`src/rtl/sm3_core_top_if.sv`:
```
// Signal bundle between an SM3 message source and the sm3_core_top hash engine.
// The core modport is the engine's view; the source drives the message side.
interface sm3_if (
    input logic clk,
    input logic rst_n
);
    logic [31:0]  msg_inpt_d;
    logic [3:0]   msg_inpt_vld_byte;
    logic         msg_inpt_vld;
    logic         msg_inpt_lst;
    logic         msg_inpt_rdy;
    logic [255:0] cmprss_otpt_res;
    logic         cmprss_otpt_vld;

    modport core (
        input  clk,
        input  rst_n,
        input  msg_inpt_d,
        input  msg_inpt_vld_byte,
        input  msg_inpt_vld,
        input  msg_inpt_lst,
        output msg_inpt_rdy,
        output cmprss_otpt_res,
        output cmprss_otpt_vld
    );
endinterface

```
`src/rtl/sm3_core_top.sv`:
```
// Streaming SM3 hash engine: byte-granular 32-bit input, internal padding,
// one round per cycle compression and a single-cycle digest valid pulse.
module sm3_core_top (
    sm3_if.core bus
);
    typedef enum logic [1:0] {S_LOAD, S_PAD, S_CMPRS, S_DONE} state_t;

    localparam logic [255:0] IV = 256'h7380166f_4914b2b9_172442d7_da8a0600_a96f30bc_163138aa_e38dee4d_b0fb0e4e;

    function automatic logic [31:0] rotl(input logic [31:0] x, input logic [4:0] s);
        return (x << s) | (x >> (6'd32 - {1'b0, s}));
    endfunction

    function automatic logic [31:0] p0(input logic [31:0] x);
        return x ^ rotl(x, 5'd9) ^ rotl(x, 5'd17);
    endfunction

    function automatic logic [31:0] p1(input logic [31:0] x);
        return x ^ rotl(x, 5'd15) ^ rotl(x, 5'd23);
    endfunction

    state_t        state, state_nxt;
    logic [31:0]   blk [16];
    logic [4:0]    widx;
    logic [63:0]   len;
    logic          need80, msg_end, final_blk;
    logic [6:0]    rnd;
    logic [31:0]   v [8];
    logic [31:0]   r [8];
    logic [255:0]  res;
    logic          res_vld;

    logic          accept;
    logic [31:0]   in_word;
    logic [3:0]    in_bytes;
    logic [5:0]    pad_end;
    logic          pad_final;
    logic [31:0]   tj, ss1, ss2, ff, gg, tt1, tt2, w_new;

    assign accept    = bus.msg_inpt_vld && (state == S_LOAD);
    assign pad_end   = {1'b0, widx} + {5'b0, need80};
    assign pad_final = (pad_end <= 6'd14);

    assign bus.msg_inpt_rdy    = (state == S_LOAD);
    assign bus.cmprss_otpt_res = res;
    assign bus.cmprss_otpt_vld = res_vld;

    // A partial last word gets its 0x80 marker inserted right here, so padding
    // only has to place the marker itself when the message ended word-aligned.
    always_comb begin
        in_word  = bus.msg_inpt_d;
        in_bytes = 4'd4;
        case (bus.msg_inpt_vld_byte)
            4'b1110: begin in_word = {bus.msg_inpt_d[31:8], 8'h80};          in_bytes = 4'd3; end
            4'b1100: begin in_word = {bus.msg_inpt_d[31:16], 16'h8000};      in_bytes = 4'd2; end
            4'b1000: begin in_word = {bus.msg_inpt_d[31:24], 24'h80_0000};   in_bytes = 4'd1; end
            default: begin in_word = bus.msg_inpt_d;                         in_bytes = 4'd4; end
        endcase
    end

    always_comb begin
        state_nxt = state;
        case (state)
            S_LOAD: begin
                if (accept && bus.msg_inpt_lst)
                    state_nxt = S_PAD;
                else if (accept && widx == 5'd15)
                    state_nxt = S_CMPRS;
            end
            S_PAD:   state_nxt = S_CMPRS;
            S_CMPRS: begin
                if (rnd == 7'd64) begin
                    if (final_blk)
                        state_nxt = S_DONE;
                    else if (msg_end)
                        state_nxt = S_PAD;
                    else
                        state_nxt = S_LOAD;
                end
            end
            S_DONE:  state_nxt = S_LOAD;
            default: state_nxt = S_LOAD;
        endcase
    end

    // blk doubles as the 16-word expansion window: blk[0] is W(j), blk[4] is W(j+4).
    always_comb begin
        tj    = (rnd < 7'd16) ? 32'h79cc4519 : 32'h7a879d8a;
        ss1   = rotl(rotl(r[0], 5'd12) + r[4] + rotl(tj, rnd[4:0]), 5'd7);
        ss2   = ss1 ^ rotl(r[0], 5'd12);
        ff    = (rnd < 7'd16) ? (r[0] ^ r[1] ^ r[2]) : ((r[0] & r[1]) | (r[0] & r[2]) | (r[1] & r[2]));
        gg    = (rnd < 7'd16) ? (r[4] ^ r[5] ^ r[6]) : ((r[4] & r[5]) | (~r[4] & r[6]));
        tt1   = ff + r[3] + ss2 + (blk[0] ^ blk[4]);
        tt2   = gg + r[7] + ss1 + blk[0];
        w_new = p1(blk[0] ^ blk[7] ^ rotl(blk[13], 5'd15)) ^ rotl(blk[3], 5'd7) ^ blk[10];
    end

    always_ff @(posedge bus.clk or negedge bus.rst_n) begin
        if (!bus.rst_n) begin
            state     <= S_LOAD;
            widx      <= 5'd0;
            len       <= 64'd0;
            need80    <= 1'b0;
            msg_end   <= 1'b0;
            final_blk <= 1'b0;
            rnd       <= 7'd0;
            res       <= 256'd0;
            res_vld   <= 1'b0;
            for (int i = 0; i < 16; i++) blk[i] <= 32'd0;
            for (int i = 0; i < 8; i++) begin
                v[i] <= IV[255-32*i -: 32];
                r[i] <= 32'd0;
            end
        end else begin
            state   <= state_nxt;
            res_vld <= 1'b0;
            case (state)
                S_LOAD: begin
                    rnd <= 7'd0;
                    for (int i = 0; i < 8; i++) r[i] <= v[i];
                    if (accept) begin
                        blk[widx[3:0]] <= in_word;
                        widx           <= widx + 5'd1;
                        len            <= len + {57'd0, in_bytes, 3'b000};
                        if (bus.msg_inpt_lst) begin
                            msg_end <= 1'b1;
                            need80  <= (bus.msg_inpt_vld_byte == 4'b1111);
                        end
                    end
                end
                S_PAD: begin
                    rnd <= 7'd0;
                    for (int i = 0; i < 8; i++) r[i] <= v[i];
                    for (int i = 0; i < 16; i++) begin
                        if (5'(i) == widx && need80)
                            blk[i] <= 32'h8000_0000;
                        else if (5'(i) >= widx)
                            blk[i] <= 32'd0;
                    end
                    if (pad_final) begin
                        blk[14] <= len[63:32];
                        blk[15] <= len[31:0];
                    end
                    need80    <= need80 && (widx == 5'd16);
                    final_blk <= pad_final;
                end
                S_CMPRS: begin
                    rnd <= rnd + 7'd1;
                    if (rnd == 7'd64) begin
                        widx <= 5'd0;
                        for (int i = 0; i < 8; i++) v[i] <= v[i] ^ r[i];
                    end else begin
                        for (int i = 0; i < 15; i++) blk[i] <= blk[i+1];
                        blk[15] <= w_new;
                        r[0] <= tt1;
                        r[1] <= r[0];
                        r[2] <= rotl(r[1], 5'd9);
                        r[3] <= r[2];
                        r[4] <= p0(tt2);
                        r[5] <= r[4];
                        r[6] <= rotl(r[5], 5'd19);
                        r[7] <= r[6];
                    end
                end
                S_DONE: begin
                    res       <= {v[0], v[1], v[2], v[3], v[4], v[5], v[6], v[7]};
                    res_vld   <= 1'b1;
                    len       <= 64'd0;
                    widx      <= 5'd0;
                    need80    <= 1'b0;
                    msg_end   <= 1'b0;
                    final_blk <= 1'b0;
                    for (int i = 0; i < 8; i++) v[i] <= IV[255-32*i -: 32];
                end
                default: ;
            endcase
        end
    end
endmodule

```
`src/flat_wrapper.sv`:
```
// flat-port wrapper written by rule: the top's interface ports become plain ports
module sm3_core_top_flat 
  (clk, rst_n, bus_msg_inpt_d, bus_msg_inpt_vld_byte, bus_msg_inpt_vld, bus_msg_inpt_lst, bus_msg_inpt_rdy, bus_cmprss_otpt_res, bus_cmprss_otpt_vld);
  sm3_if bus_i (.clk(clk), .rst_n(rst_n));
  input wire logic clk;
  input wire logic rst_n;
  input wire logic [$bits(bus_i.msg_inpt_d)-1:0] bus_msg_inpt_d;
  input wire logic [$bits(bus_i.msg_inpt_vld_byte)-1:0] bus_msg_inpt_vld_byte;
  input wire logic [$bits(bus_i.msg_inpt_vld)-1:0] bus_msg_inpt_vld;
  input wire logic [$bits(bus_i.msg_inpt_lst)-1:0] bus_msg_inpt_lst;
  output wire logic [$bits(bus_i.msg_inpt_rdy)-1:0] bus_msg_inpt_rdy;
  output wire logic [$bits(bus_i.cmprss_otpt_res)-1:0] bus_cmprss_otpt_res;
  output wire logic [$bits(bus_i.cmprss_otpt_vld)-1:0] bus_cmprss_otpt_vld;
  assign bus_i.msg_inpt_d = bus_msg_inpt_d;
  assign bus_i.msg_inpt_vld_byte = bus_msg_inpt_vld_byte;
  assign bus_i.msg_inpt_vld = bus_msg_inpt_vld;
  assign bus_i.msg_inpt_lst = bus_msg_inpt_lst;
  assign bus_msg_inpt_rdy = bus_i.msg_inpt_rdy;
  assign bus_cmprss_otpt_res = bus_i.cmprss_otpt_res;
  assign bus_cmprss_otpt_vld = bus_i.cmprss_otpt_vld;
  sm3_core_top u_core (.bus(bus_i));
endmodule
```
`config.mk`:
```
export PLATFORM = sky130hd
export DESIGN_NAME = sm3_core_top_flat
export DESIGN_NICKNAME = d
export VERILOG_FILES = /design/src/rtl/sm3_core_top_if.sv /design/src/rtl/sm3_core_top.sv /design/src/flat_wrapper.sv
export SDC_FILE = /design/constraint.sdc
export NUM_CORES = 2
export LEC_CHECK = 0
export BUFFER_PORTS_ARGS = -buffer_cell sky130_fd_sc_hd__buf_2
export CAP_MARGIN = 20
export CORE_MARGIN = 4
export CORE_UTILIZATION = 50
export CTS_CLUSTER_SIZE = 10
export DETAILED_ROUTE_END_ITERATION = 12
export PLACE_DENSITY = 0.67
export SYNTH_ARGS = -nofsm -noshare
export SYNTH_HDL_FRONTEND = slang
export SYNTH_SLANG_ARGS = --single-unit
```
`constraint.sdc`:
```
create_clock -name clk -period 12.5 [get_ports clk]
set_input_delay 1.25 -clock clk [delete_from_list [all_inputs] [get_ports clk]]
set_output_delay 1.25 -clock clk [all_outputs]
set_load 0.02 [all_outputs]
```
==> results.sh <==
export IMPL_clock_skew_ns=0.0449
export IMPL_worst_path_largest_cell_delay_ns=0.76
export IMPL_maxCapViolations=0
export IMPL_antenna_found_initial=3
export IMPL_avgSynthCellArea_um2=9.74
export IMPL_finalSetupViolations=0
export IMPL_dp_hpwl_um=190000
export IMPL_numCtsBuffers=159
export IMPL_wl_um=263000
export IMPL_drtAntennaViolNets=0
export IMPL_ys_types=93
export IMPL_syn_cell_area_mm2=0.0751
export IMPL_cp_top_family="compound AO/OA/AOI/OAI gates"
export IMPL_grtUsageTotal_pct=33.1
export IMPL_yosys_warnings=0
export IMPL_cts_htree_levels=4
export IMPL_die_y_um=395
export IMPL_grt_overflow=0
export IMPL_yosys_area_top_type_share_pct=41.3
export IMPL_place_gp_congestion=0.972
export IMPL_cp_required_ns=13.18
export IMPL_clock_path_buffers=3
export IMPL_synth_common_cells="dfrtp_1 (1240), nand2_1 (725), nor2_1 (699), a21oi_1 (681), o21ai_0 (652)"
export IMPL_syn_nets=8057
export IMPL_status="complete, no violations"
export IMPL_synthArstFlopShare_pct=100
export IMPL_cts_setup_buffers=0
export IMPL_hold_path_class="input pin to async pin"
export IMPL_synth_ff_type="dfrtp_1"
export IMPL_period_share_pct=89.1
export IMPL_nets=8074
export IMPL_fp_row_count=141
export IMPL_synth_top_area_cell="dfrtp_1"
export IMPL_port_buffers=297
export IMPL_syn_to_final_growth_pct=10.6
export IMPL_path_clk_slew_ns=0.06
export IMPL_startpoint_type="flip-flop"
export IMPL_crit_type="flip-flop to flip-flop"
export IMPL_netlist_instances=7710
export IMPL_cp_arrival_ns=11.82
export IMPL_drc=0
export IMPL_first_pass_iters=9
export IMPL_grt_max_degree=247
export IMPL_start_util_pct=50.5
export IMPL_wl_per_cell_um=26.7
export IMPL_synthTopCellsByArea="dfrtp_1 (41%), fa_1 (5.0%), a21oi_1 (4.5%), a22oi_1 (4.5%), o21ai_0 (4.3%)"
export IMPL_ys_seq_area_share_pct=45.5
export IMPL_vias=60300
export IMPL_post_cts_resized=0
export IMPL_holdWs_ns=0.419
export IMPL_clock_fmax_ghz=0.0898
export IMPL_grt_pass1_vias=57600
export IMPL_placed_cell_area_mm2=0.0782
export IMPL_fin_tns_setup_ns=0
export IMPL_design_area_mm2=0.0830
export IMPL_crit_fanout=10
export IMPL_ctsHoldBuffers=0
export IMPL_cts_sinks=1359
export IMPL_synth_most_common_cell="dfrtp_1"
export IMPL_io_pins=298
export IMPL_grt_pass1_wl_um=389000
export IMPL_relSlewSlack_pct=15.0
export IMPL_viasPerCell=6.12
export IMPL_synth_edf_count=0
export IMPL_rsz0062_at_grt="no"
export IMPL_initialDrtViolationCount=6822
export IMPL_path_buf_inv=4
export IMPL_design_core_area_mm2=0.149
export IMPL_clk_latency_ns=0.81
export IMPL_die_w_um=395
export IMPL_cts_tree="done"
export IMPL_dieArea_mm2=0.156
export IMPL_fin_crit_ns=11.14
export IMPL_layout_drive_gt1_share_pct=13.5
export IMPL_maxSlewViolCount=0
export IMPL_root_buffer="clkbuf_16"
export IMPL_critPathCaptureType="flip-flop"
export IMPL_cp_slowest_cell="a2111oi_0"
export IMPL_filler_cell_count=13000
export IMPL_hold_viol_final=0
export IMPL_ys_seq_elements=1359
export IMPL_tightestPinTransition_ns=1.27
## per-layer routing
layer	part of all wire, %	vias to the layer above	track usage, %
li1	-	26800	-
met4	5.0	0	14.5
met2	46	2466	51.8
met1	41	30500	45.2
met3	7.5	483	5.99
met5	0	-	0
## registers in the layout (all words and copies together), names as in the netlist
name,flops
u_core.blk,512
u_core.bus.cmprss_otpt_res,256
u_core.bus.cmprss_otpt_vld,1
u_core.final_blk,1
u_core.len,61
u_core.msg_end,1
u_core.need80,1
u_core.r,256
u_core.rnd,7
u_core.state,2
u_core.v,256
u_core.widx,5
## logic make-up after synthesis
kind of cell / synth area share [%]
buffers and inverters: 4.43
xor gates and xnor gates: 7.20
DFF: 45.5
AOI/OAI and AO/OA: 17.6
muxes: 7.65
and+or+nand+nor: 10.7
adders and majority gates: 7.02
## stage by stage
stage / cells / util, % / setup slack, ns
finish: 9842 / 55.9 / 1.36
CTS: 9833 / 55.8 / 1.56
floorplan: 7710 / - / 3.04
global route: 9839 / 55.9 / 0.531
global placement: 9562 / 52.6 / 1.61
detailed placement: 9564 / 52.6 / 1.60
## path summary, 6_finish.rpt
kind / start / cells past startpoint / end / slack (ns)
min: rst_n / 1 / u_core.len[32]$_DFFE_PN0P_ / 0.42
min reg2reg: u_core.blk[19]$_DFFE_PN0P_ / 2 / u_core.blk[19]$_DFFE_PN0P_ / 0.48
max in group asynchronous: rst_n / 4 / u_core.bus.cmprss_otpt_res[74]$_DFFE_PN0P_ / 9.09
max reg2reg: u_core.rnd[0]$_DFFE_PN0P_ / 41 / u_core.r[255]$_DFFE_PN0P_ / 1.36
max: u_core.rnd[0]$_DFFE_PN0P_ / 41 / u_core.r[255]$_DFFE_PN0P_ / 1.36
min in group clk: u_core.blk[19]$_DFFE_PN0P_ / 2 / u_core.blk[19]$_DFFE_PN0P_ / 0.48
## layout make-up
class | count | area [um^2] | area share (%)
sequential | 1359 | 34200 | 41.1
multi-input combinational | 5472 | 37800 | 45.6
clock inverter | 18 | 283 | 0.341
inverter | 308 | 1160 | 1.39
clock buffer | 251 | 4440 | 5.34
timing repair buffer | 427 | 2640 | 3.18
antenna | 5 | 12.5 | 0.0151
tap | 2002 | 2500 | 3.02
## placed cells by master (no fill, tap or decap), types with 55 or more instances in the layout
cell type and n:
buf_2 296, nand2_1 724, dfstp_2 119, clkbuf_1 83, o21ai_0 652, clkbuf_16 161, nand3_1 55, xnor2_1 335
a21oi_1 679, mux2i_1 272, dfrtp_1 1240, a22oi_1 449, a222oi_1 61, nor2_1 691, fa_1 189, and3_1 160
xor2_1 274, mux2_2 268, ha_1 116, buf_4 118, inv_1 303
Power is not shown: default switching activity piles up to over one toggle a cycle in this logic, so the estimate is an artifact.
